$ cat config.mk
export PLATFORM = sky130hd
export DESIGN_NAME = pool2x2_stream_flat
export DESIGN_NICKNAME = d
export VERILOG_FILES = /design/src/rtl/pool_pkg.sv /design/src/rtl/pool2x2_stream_if.sv /design/src/rtl/pool_line_buf.sv /design/src/rtl/pool2x2_stream.sv /design/src/flat_wrapper.sv
export SDC_FILE = /design/constraint.sdc
export NUM_CORES = 1
export LEC_CHECK = 0
export BUFFER_PORTS_ARGS = -buffer_cell sky130_fd_sc_hd__buf_2
export CORE_ASPECT_RATIO = 1.4
export CORE_UTILIZATION = 50
export DETAILED_ROUTE_END_ITERATION = 10
export GPL_TIMING_DRIVEN = 0
export PLACE_DENSITY = 0.63
export SYNTH_ARGS = -nofsm -noshare
export SYNTH_HDL_FRONTEND = slang
export SYNTH_SLANG_ARGS = --single-unit
$ cat constraint.sdc
create_clock -name clk -period 10 [get_ports clk]
set_clock_uncertainty 0.05 [all_clocks]
set_input_delay 1.5 -clock clk [delete_from_list [all_inputs] [get_ports clk]]
set_output_delay 1.5 -clock clk [all_outputs]
set_load 0.02 [all_outputs]
$ cat src/rtl/pool_pkg.sv
// pool_pkg: shared types and per-channel combine for the 2x2 pooling engine
package pool_pkg;
    typedef enum logic {POOL_MAX, POOL_AVG} pool_mode_t;
    typedef enum logic [1:0] {S_IDLE, S_ROW_EVEN, S_ROW_ODD} pool_state_t;
    localparam int CMB_W = 32;
    function automatic logic [CMB_W-1:0] combine(input logic [CMB_W-1:0] a, input logic [CMB_W-1:0] b, input pool_mode_t m);
        return (m == POOL_AVG) ? a + b : ((a > b) ? a : b);
    endfunction
endpackage

$ cat src/rtl/pool2x2_stream_if.sv
// pool2x2_stream_if: activation input stream and pooled output stream
interface pool2x2_stream_if #(
    parameter int DATA_WIDTH = 8,
    parameter int NUM_CH = 4,
    parameter int ADDRESS_WIDTH = 10
);
    logic pool_mode_i;
    logic act_valid_i;
    logic act_last_i;
    logic [NUM_CH*DATA_WIDTH-1:0] act_result_i;
    logic pool_valid_o;
    logic pool_last_o;
    logic [NUM_CH*DATA_WIDTH-1:0] pool_result_o;
    logic [ADDRESS_WIDTH-1:0] pool_result_address_o;
    modport master (
        output pool_mode_i, act_valid_i, act_last_i, act_result_i,
        input pool_valid_o, pool_last_o, pool_result_o, pool_result_address_o
    );
    modport slave (
        input pool_mode_i, act_valid_i, act_last_i, act_result_i,
        output pool_valid_o, pool_last_o, pool_result_o, pool_result_address_o
    );
endinterface

$ cat src/rtl/pool_line_buf.sv
// pool_line_buf: half-row buffer of horizontal pair results, combinational read
module pool_line_buf #(
    parameter int DEPTH = 14,
    parameter int WIDTH = 40,
    parameter int IW = 4
) (
    input  logic clk,
    input  logic we_i,
    input  logic [IW-1:0] idx_i,
    input  logic [WIDTH-1:0] wdata_i,
    output logic [WIDTH-1:0] rdata_o
);
    logic [WIDTH-1:0] mem_q [DEPTH];
    always_ff @(posedge clk) begin
        if (we_i) mem_q[idx_i] <= wdata_i;
    end
    assign rdata_o = mem_q[idx_i];
endmodule

$ cat src/rtl/pool2x2_stream.sv
// pool2x2_stream: streaming 2x2/stride-2 max/average pooling over raster-order pixels
module pool2x2_stream
    import pool_pkg::*;
#(
    parameter int DATA_WIDTH = 8,
    parameter int NUM_CH = 4,
    parameter int FMAP_W = 28,
    parameter int FMAP_H = 28,
    parameter int ADDRESS_WIDTH = 10
) (
    input logic clk,
    input logic rst,
    pool2x2_stream_if.slave bus
);
    localparam int PW = DATA_WIDTH + 2;
    localparam int HW = FMAP_W / 2;
    localparam int CW = $clog2(FMAP_W);
    localparam int RW = $clog2(FMAP_H);
    localparam int LW = $clog2(HW > 1 ? HW : 2);
    localparam int DW = NUM_CH * DATA_WIDTH;
    pool_state_t state_q, state_d;
    pool_mode_t mode_q, mode_d, cur_mode;
    logic [CW-1:0] col_q, col_d;
    logic [RW-1:0] row_q, row_d;
    logic [DW-1:0] h_q, h_d, res_q, res_d, win;
    logic [ADDRESS_WIDTH-1:0] addr_q, addr_d, addr;
    logic valid_q, valid_d, last_q, last_d;
    logic [NUM_CH*PW-1:0] pair, full, lb_rd;
    logic odd_row, col_end, at_end, lb_we;
    logic [LW-1:0] lb_idx;
    assign cur_mode = (state_q == S_IDLE) ? pool_mode_t'(bus.pool_mode_i) : mode_q;
    assign odd_row = state_q == S_ROW_ODD;
    assign col_end = col_q == CW'(FMAP_W - 1);
    assign at_end = col_end && row_q == RW'(FMAP_H - 1);
    assign lb_idx = LW'(col_q >> 1);
    assign lb_we = bus.act_valid_i && col_q[0] && state_q == S_ROW_EVEN;
    assign addr = ADDRESS_WIDTH'((32'(row_q) >> 1) * HW + (32'(col_q) >> 1));
    for (genvar c = 0; c < NUM_CH; c++) begin : g_lane
        assign pair[c*PW +: PW] = PW'(combine(CMB_W'(h_q[c*DATA_WIDTH +: DATA_WIDTH]),
            CMB_W'(bus.act_result_i[c*DATA_WIDTH +: DATA_WIDTH]), cur_mode));
        assign full[c*PW +: PW] = PW'(combine(CMB_W'(pair[c*PW +: PW]), CMB_W'(lb_rd[c*PW +: PW]), cur_mode));
        // average divides the 4-pixel sum by 4 with truncation
        assign win[c*DATA_WIDTH +: DATA_WIDTH] = (cur_mode == POOL_AVG) ?
            full[c*PW+2 +: DATA_WIDTH] : full[c*PW +: DATA_WIDTH];
    end
    pool_line_buf #(.DEPTH(HW), .WIDTH(NUM_CH*PW), .IW(LW)) u_lb (
        .clk(clk),
        .we_i(lb_we),
        .idx_i(lb_idx),
        .wdata_i(pair),
        .rdata_o(lb_rd)
    );
    always_comb begin
        state_d = state_q;
        mode_d = mode_q;
        col_d = col_q;
        row_d = row_q;
        h_d = h_q;
        valid_d = 1'b0;
        last_d = 1'b0;
        res_d = res_q;
        addr_d = addr_q;
        if (bus.act_valid_i) begin
            mode_d = cur_mode;
            h_d = col_q[0] ? h_q : bus.act_result_i;
            if (odd_row && col_q[0] && (at_end || !bus.act_last_i)) begin
                valid_d = 1'b1;
                res_d = win;
                addr_d = addr;
            end
            if (at_end || bus.act_last_i) begin
                last_d = 1'b1;
                state_d = S_IDLE;
                col_d = '0;
                row_d = '0;
            end else begin
                col_d = col_end ? '0 : col_q + CW'(1);
                row_d = col_end ? row_q + RW'(1) : row_q;
                state_d = row_d[0] ? S_ROW_ODD : S_ROW_EVEN;
            end
        end
    end
    always_ff @(posedge clk) begin
        if (!rst) begin
            state_q <= S_IDLE;
            mode_q <= POOL_MAX;
            col_q <= '0;
            row_q <= '0;
            h_q <= '0;
            valid_q <= 1'b0;
            last_q <= 1'b0;
            res_q <= '0;
            addr_q <= '0;
        end else begin
            state_q <= state_d;
            mode_q <= mode_d;
            col_q <= col_d;
            row_q <= row_d;
            h_q <= h_d;
            valid_q <= valid_d;
            last_q <= last_d;
            res_q <= res_d;
            addr_q <= addr_d;
        end
    end
    assign bus.pool_valid_o = valid_q;
    assign bus.pool_last_o = last_q;
    assign bus.pool_result_o = res_q;
    assign bus.pool_result_address_o = addr_q;
endmodule

$ cat src/flat_wrapper.sv
// flat-port wrapper written by rule: the top's interface ports become plain ports
module pool2x2_stream_flat import pool_pkg::*;
#(
    parameter int DATA_WIDTH = 8,
    parameter int NUM_CH = 4,
    parameter int FMAP_W = 28,
    parameter int FMAP_H = 28,
    parameter int ADDRESS_WIDTH = 10
)
  (clk, rst, bus_pool_mode_i, bus_act_valid_i, bus_act_last_i, bus_act_result_i, bus_pool_valid_o, bus_pool_last_o, bus_pool_result_o, bus_pool_result_address_o);
  pool2x2_stream_if #(.DATA_WIDTH(DATA_WIDTH), .NUM_CH(NUM_CH), .ADDRESS_WIDTH(ADDRESS_WIDTH)) bus_i ();
  input logic clk;
  input logic rst;
  input wire logic [$bits(bus_i.pool_mode_i)-1:0] bus_pool_mode_i;
  input wire logic [$bits(bus_i.act_valid_i)-1:0] bus_act_valid_i;
  input wire logic [$bits(bus_i.act_last_i)-1:0] bus_act_last_i;
  input wire logic [$bits(bus_i.act_result_i)-1:0] bus_act_result_i;
  output wire logic [$bits(bus_i.pool_valid_o)-1:0] bus_pool_valid_o;
  output wire logic [$bits(bus_i.pool_last_o)-1:0] bus_pool_last_o;
  output wire logic [$bits(bus_i.pool_result_o)-1:0] bus_pool_result_o;
  output wire logic [$bits(bus_i.pool_result_address_o)-1:0] bus_pool_result_address_o;
  assign bus_i.pool_mode_i = bus_pool_mode_i;
  assign bus_i.act_valid_i = bus_act_valid_i;
  assign bus_i.act_last_i = bus_act_last_i;
  assign bus_i.act_result_i = bus_act_result_i;
  assign bus_pool_valid_o = bus_i.pool_valid_o;
  assign bus_pool_last_o = bus_i.pool_last_o;
  assign bus_pool_result_o = bus_i.pool_result_o;
  assign bus_pool_result_address_o = bus_i.pool_result_address_o;
  pool2x2_stream #(.DATA_WIDTH(DATA_WIDTH), .NUM_CH(NUM_CH), .FMAP_W(FMAP_W), .FMAP_H(FMAP_H), .ADDRESS_WIDTH(ADDRESS_WIDTH)) u_core (.clk(clk), .rst(rst), .bus(bus_i));
endmodule
==> flow_metrics.py <==
metrics = {
    "status": {
        "status": "finished, final reports clean",
    },
    "timing": {
        "hold_viol": 0,
        "fin_crit_sh": 0.606,
        "finalSetupViolCount": 0,
        "final.setup.tns_ns": 0,
        "period_minus_slack_ns": 6.06,
        "worst-slew-pin-transition_ns": 1.36,
        "slew_headroom": 0.0687,
        "max_freq_mhz": 165,
        "slew_viol_final": 0,
        "rsz0062_at_grt": "false",
    },
    "yosys": {
        "netlist_area_sq_um": 28800,
        "synth_top_flop_cell": "edfxtp_1",
        "syn_area_per_cell_sq_um": 14.0,
        "synthTopCellsByArea": "edfxtp_1 53%, mux4_2 6.5%, ha_1 6.5%",
        "synth-edff-count": 504,
        "synth.distinct_cells": 79,
        "yosys.area.top_type": "edfxtp_1",
        "synth_top_area_frac": 0.526,
        "synth_most_common_cell": "edfxtp_1",
        "ys_top_cells_by_count": "504 x edfxtp_1, 149 x ha_1, 137 x nand2_1, 133 x a21oi_1, 119 x inv_1",
        "yosysWarnings": 0,
        "yosysSeqAreaShare": 0.590,
        "ys_ff_latch": 595,
        "synth_fp_nets": 2248,
        "netlist_instances": 2053,
        "async_reset_ff_frac": 0,
    },
    "grt": {
        "grt_pass1_wl_microns": 118000,
        "grt_overflow": 0,
        "grt_max_degree": 22,
        "grt_pass1_vias": 18602,
        "grt_usage": 0.276,
        "antenna_found_initial": 0,
    },
    "place": {
        "gp_congestion": 0.930,
        "placed_cells": 2904,
        "numPortBuffers": 78,
        "dpl.hpwl_microns": 56900,
    },
    "worst_setup_path": {
        "crit_path_start_kind": "input port",
        "critical_path_arrival_ns": 6.52,
        "slowest_delay_ns": 0.66,
        "crit_buf_inv": 3,
        "path_class": "input port to flip-flop",
        "path_delay_family": "compound AO/OA/AOI/OAI gates",
        "cp_max_fo": 16,
        "critPathRequiredTime_ns": 10.46,
        "worst_setup_path_end_kind": "flip-flop",
        "path_cells": "buf_2 > inv_1 > ha_1 > nand4_1 > o21ai_0 > a21boi_0 > o21ai_0 > nand3_1 > ha_1 > a21o_1 > a21oi_1 > nor2b_1 > a221o_1 > buf_1 > a21oi_1 > o311a_1",
        "crit_slowest_cell": "ha_1",
    },
    "cells_and_area": {
        "utilization": 0.578,
        "n_antenna_cell": 0,
        "drive_gt1_frac": 0.183,
        "nets": 2422,
        "syn2layout_area_growth_pct": 13.7,
        "multiInputGateArea_sq_um": 11000,
        "instances_no_fill": 3008,
        "seqCellArea_sq_um": 17000,
        "fill_cells": 4481,
    },
    "floorplanning": {
        "die_w_microns": 205,
        "pin_count": 81,
        "die_h_microns": 286,
        "start_util": 0.508,
        "die_area_sq_um": 58500,
        "num_rows": 103,
        "core_area_sq_um": 56600,
    },
    "pwr": {
        "power_frac_clock": 0.405,
        "power_switching_w": 0.00134,
        "internal_power_w": 0.00425,
        "p_leak_nw": 11.5,
        "p_seq_frac": 0.496,
        "ir_drop_mv": 0.154,
        "comb_power_share": 0.099,
        "power_density_nw_per_um2": 171,
        "switching_share": 0.240,
    },
    "clock_tree": {
        "ctsHoldBuffers": 0,
        "clk_pin_slew_ns": 0.07,
        "cts_tree": "yes",
        "clock-sinks": 595,
        "worstSkewPairLatency_ns": 0.62,
        "root_buffer": "clkbuf_16",
        "cts-htree-levels": 2,
        "cts_setup_buffers": 0,
        "cts_buffers": 54,
        "ctsResizeCount": 0,
        "clk_path_buf_depth": 3,
    },
    "min_path": {
        "holdCritPathClass": "flip-flop to flip-flop",
    },
    "drt": {
        "met3WireLength_microns": 4310,
        "via_per_inst": 6.09,
        "drt-pass1-iter-count": 6,
        "drt-wirelength-per-cell_microns": 26.4,
        "ant_nets": 0,
        "first_iter_violations": 1637,
        "highest_layer": "met4",
        "met1_length_microns": 31700,
        "wl_met2_microns": 40200,
        "routed_wl_microns": 79300,
        "drcViolationCount": 0,
        "vias": 18309,
    },
    "job": {
        "cap_violations": 0,
    },
}
## cells in the final DEF (no fill, tap or decap), types with 11 or more instances in the layout
master     count
edfxtp_1     504
ha_1         149
nand2_1      137
a21oi_1      132
inv_1        119
buf_2        113
dfxtp_1       91
mux4_2        83
nor2_1        71
mux2i_1       71
o21ai_0       63
clkbuf_16     55
nand3_1       36
clkbuf_1      35
xnor2_1       30
buf_6         29
nor3_1        28
o22ai_1       28
mux4_1        26
nor2b_1       25
o211ai_1      25
mux2_2        25
a21o_1        22
a211oi_1      22
nand2b_1      22
o21a_1        17
o21bai_1      14
buf_4         13
buf_12        13
o21ai_1       12
bufinv_16     11
## layer usage
layer / GRT usage / vias to the layer above
met2: 0.477 / 626
met3: 0.0312 / 144
met5: 0 / -
met1: 0.354 / 9284
li1: - / 8255
met4: 0.109 / 0
## sequential cells by signal, indices dropped and copies added, names as in the netlist, 5 cells and up, named ones only
name	cells
u_core.bus.pool_result_address_o	9
u_core.bus.pool_result_o	32
u_core.col_q	5
u_core.h_q	32
u_core.row_q	5
u_core.u_lb.mem_q	504
## stage by stage
step                instance area, sq um  worst slack [ns]  total power (W)  hold slack (ns)
floorplan                          28800              4.54          0.00318            0.410
detailed placement                 30700              3.31          0.00336            0.404
global placement                   30100              1.04          0.00334            0.395
CTS                                32600              3.98          0.00560            0.414
global route                       32700              3.64          0.00575            0.429
finish                             32700              3.94          0.00559            0.411
## final timing paths
kind / startpoint / to / slack, ns / cells after the start
setup / recovery: bus_act_result_i[22] / u_core.bus.pool_result_o[16]$_SDFFE_PN0P_ / 3.94 / 16
hold reg to reg: u_core.bus.pool_result_address_o[2]$_SDFFE_PN0P_ / u_core.bus.pool_result_address_o[2]$_SDFFE_PN0P_ / 0.41 / 2
setup reg to reg: u_core.row_q[0]$_SDFFE_PN0P_ / u_core.bus.pool_result_o[30]$_SDFFE_PN0P_ / 4.61 / 14
hold / removal: u_core.bus.pool_result_address_o[2]$_SDFFE_PN0P_ / u_core.bus.pool_result_address_o[2]$_SDFFE_PN0P_ / 0.41 / 2
## tightest hold or removal path, delay by kind of cell (launching register included)
kind | cells | cell delay [ns]
and+or+nand+nor | 1 | 0.05
AOI/OAI and AO/OA | 1 | 0.05
DFF | 1 | 0.31
## layout make-up
type	instances	share of cell area
buffer	92	0.0172
clock inverter	41	0.0167
clock buffer	61	0.0428
sequential	595	0.519
tap	735	0.0281
timing repair buffer	118	0.0273
multi-input combinational	1246	0.335
inverter	120	0.0138
## cells by family (layout without fill, tap and decap cells)
| family | Yosys count | after routing | share of synthesized area |
|---|---|---|---|
| compound gates | 429 | 429 | 0.0967 |
| xor+xnor | 40 | 40 | 0.0122 |
| fa+ha+maj | 158 | 158 | 0.0711 |
| buf+inv | 212 | 432 | 0.0352 |
| flops | 595 | 595 | 0.590 |
| mux | 211 | 211 | 0.125 |
| other cells | 1 | 1 | 0.000130 |
| simple gates | 407 | 407 | 0.0697 |
## power groups by stage
stage	clock [W]	sequential, W	combinational (W)
2_1_floorplan	0	0.00282	0.000356
3_3_place_gp	0	0.00283	0.000507
3_5_place_dp	0	0.00283	0.000535
4_1_cts	0.00229	0.00277	0.000538
5_1_grt	0.00237	0.00277	0.000605
6_report	0.00226	0.00277	0.000554
Power figures use the tool's default switching activity.
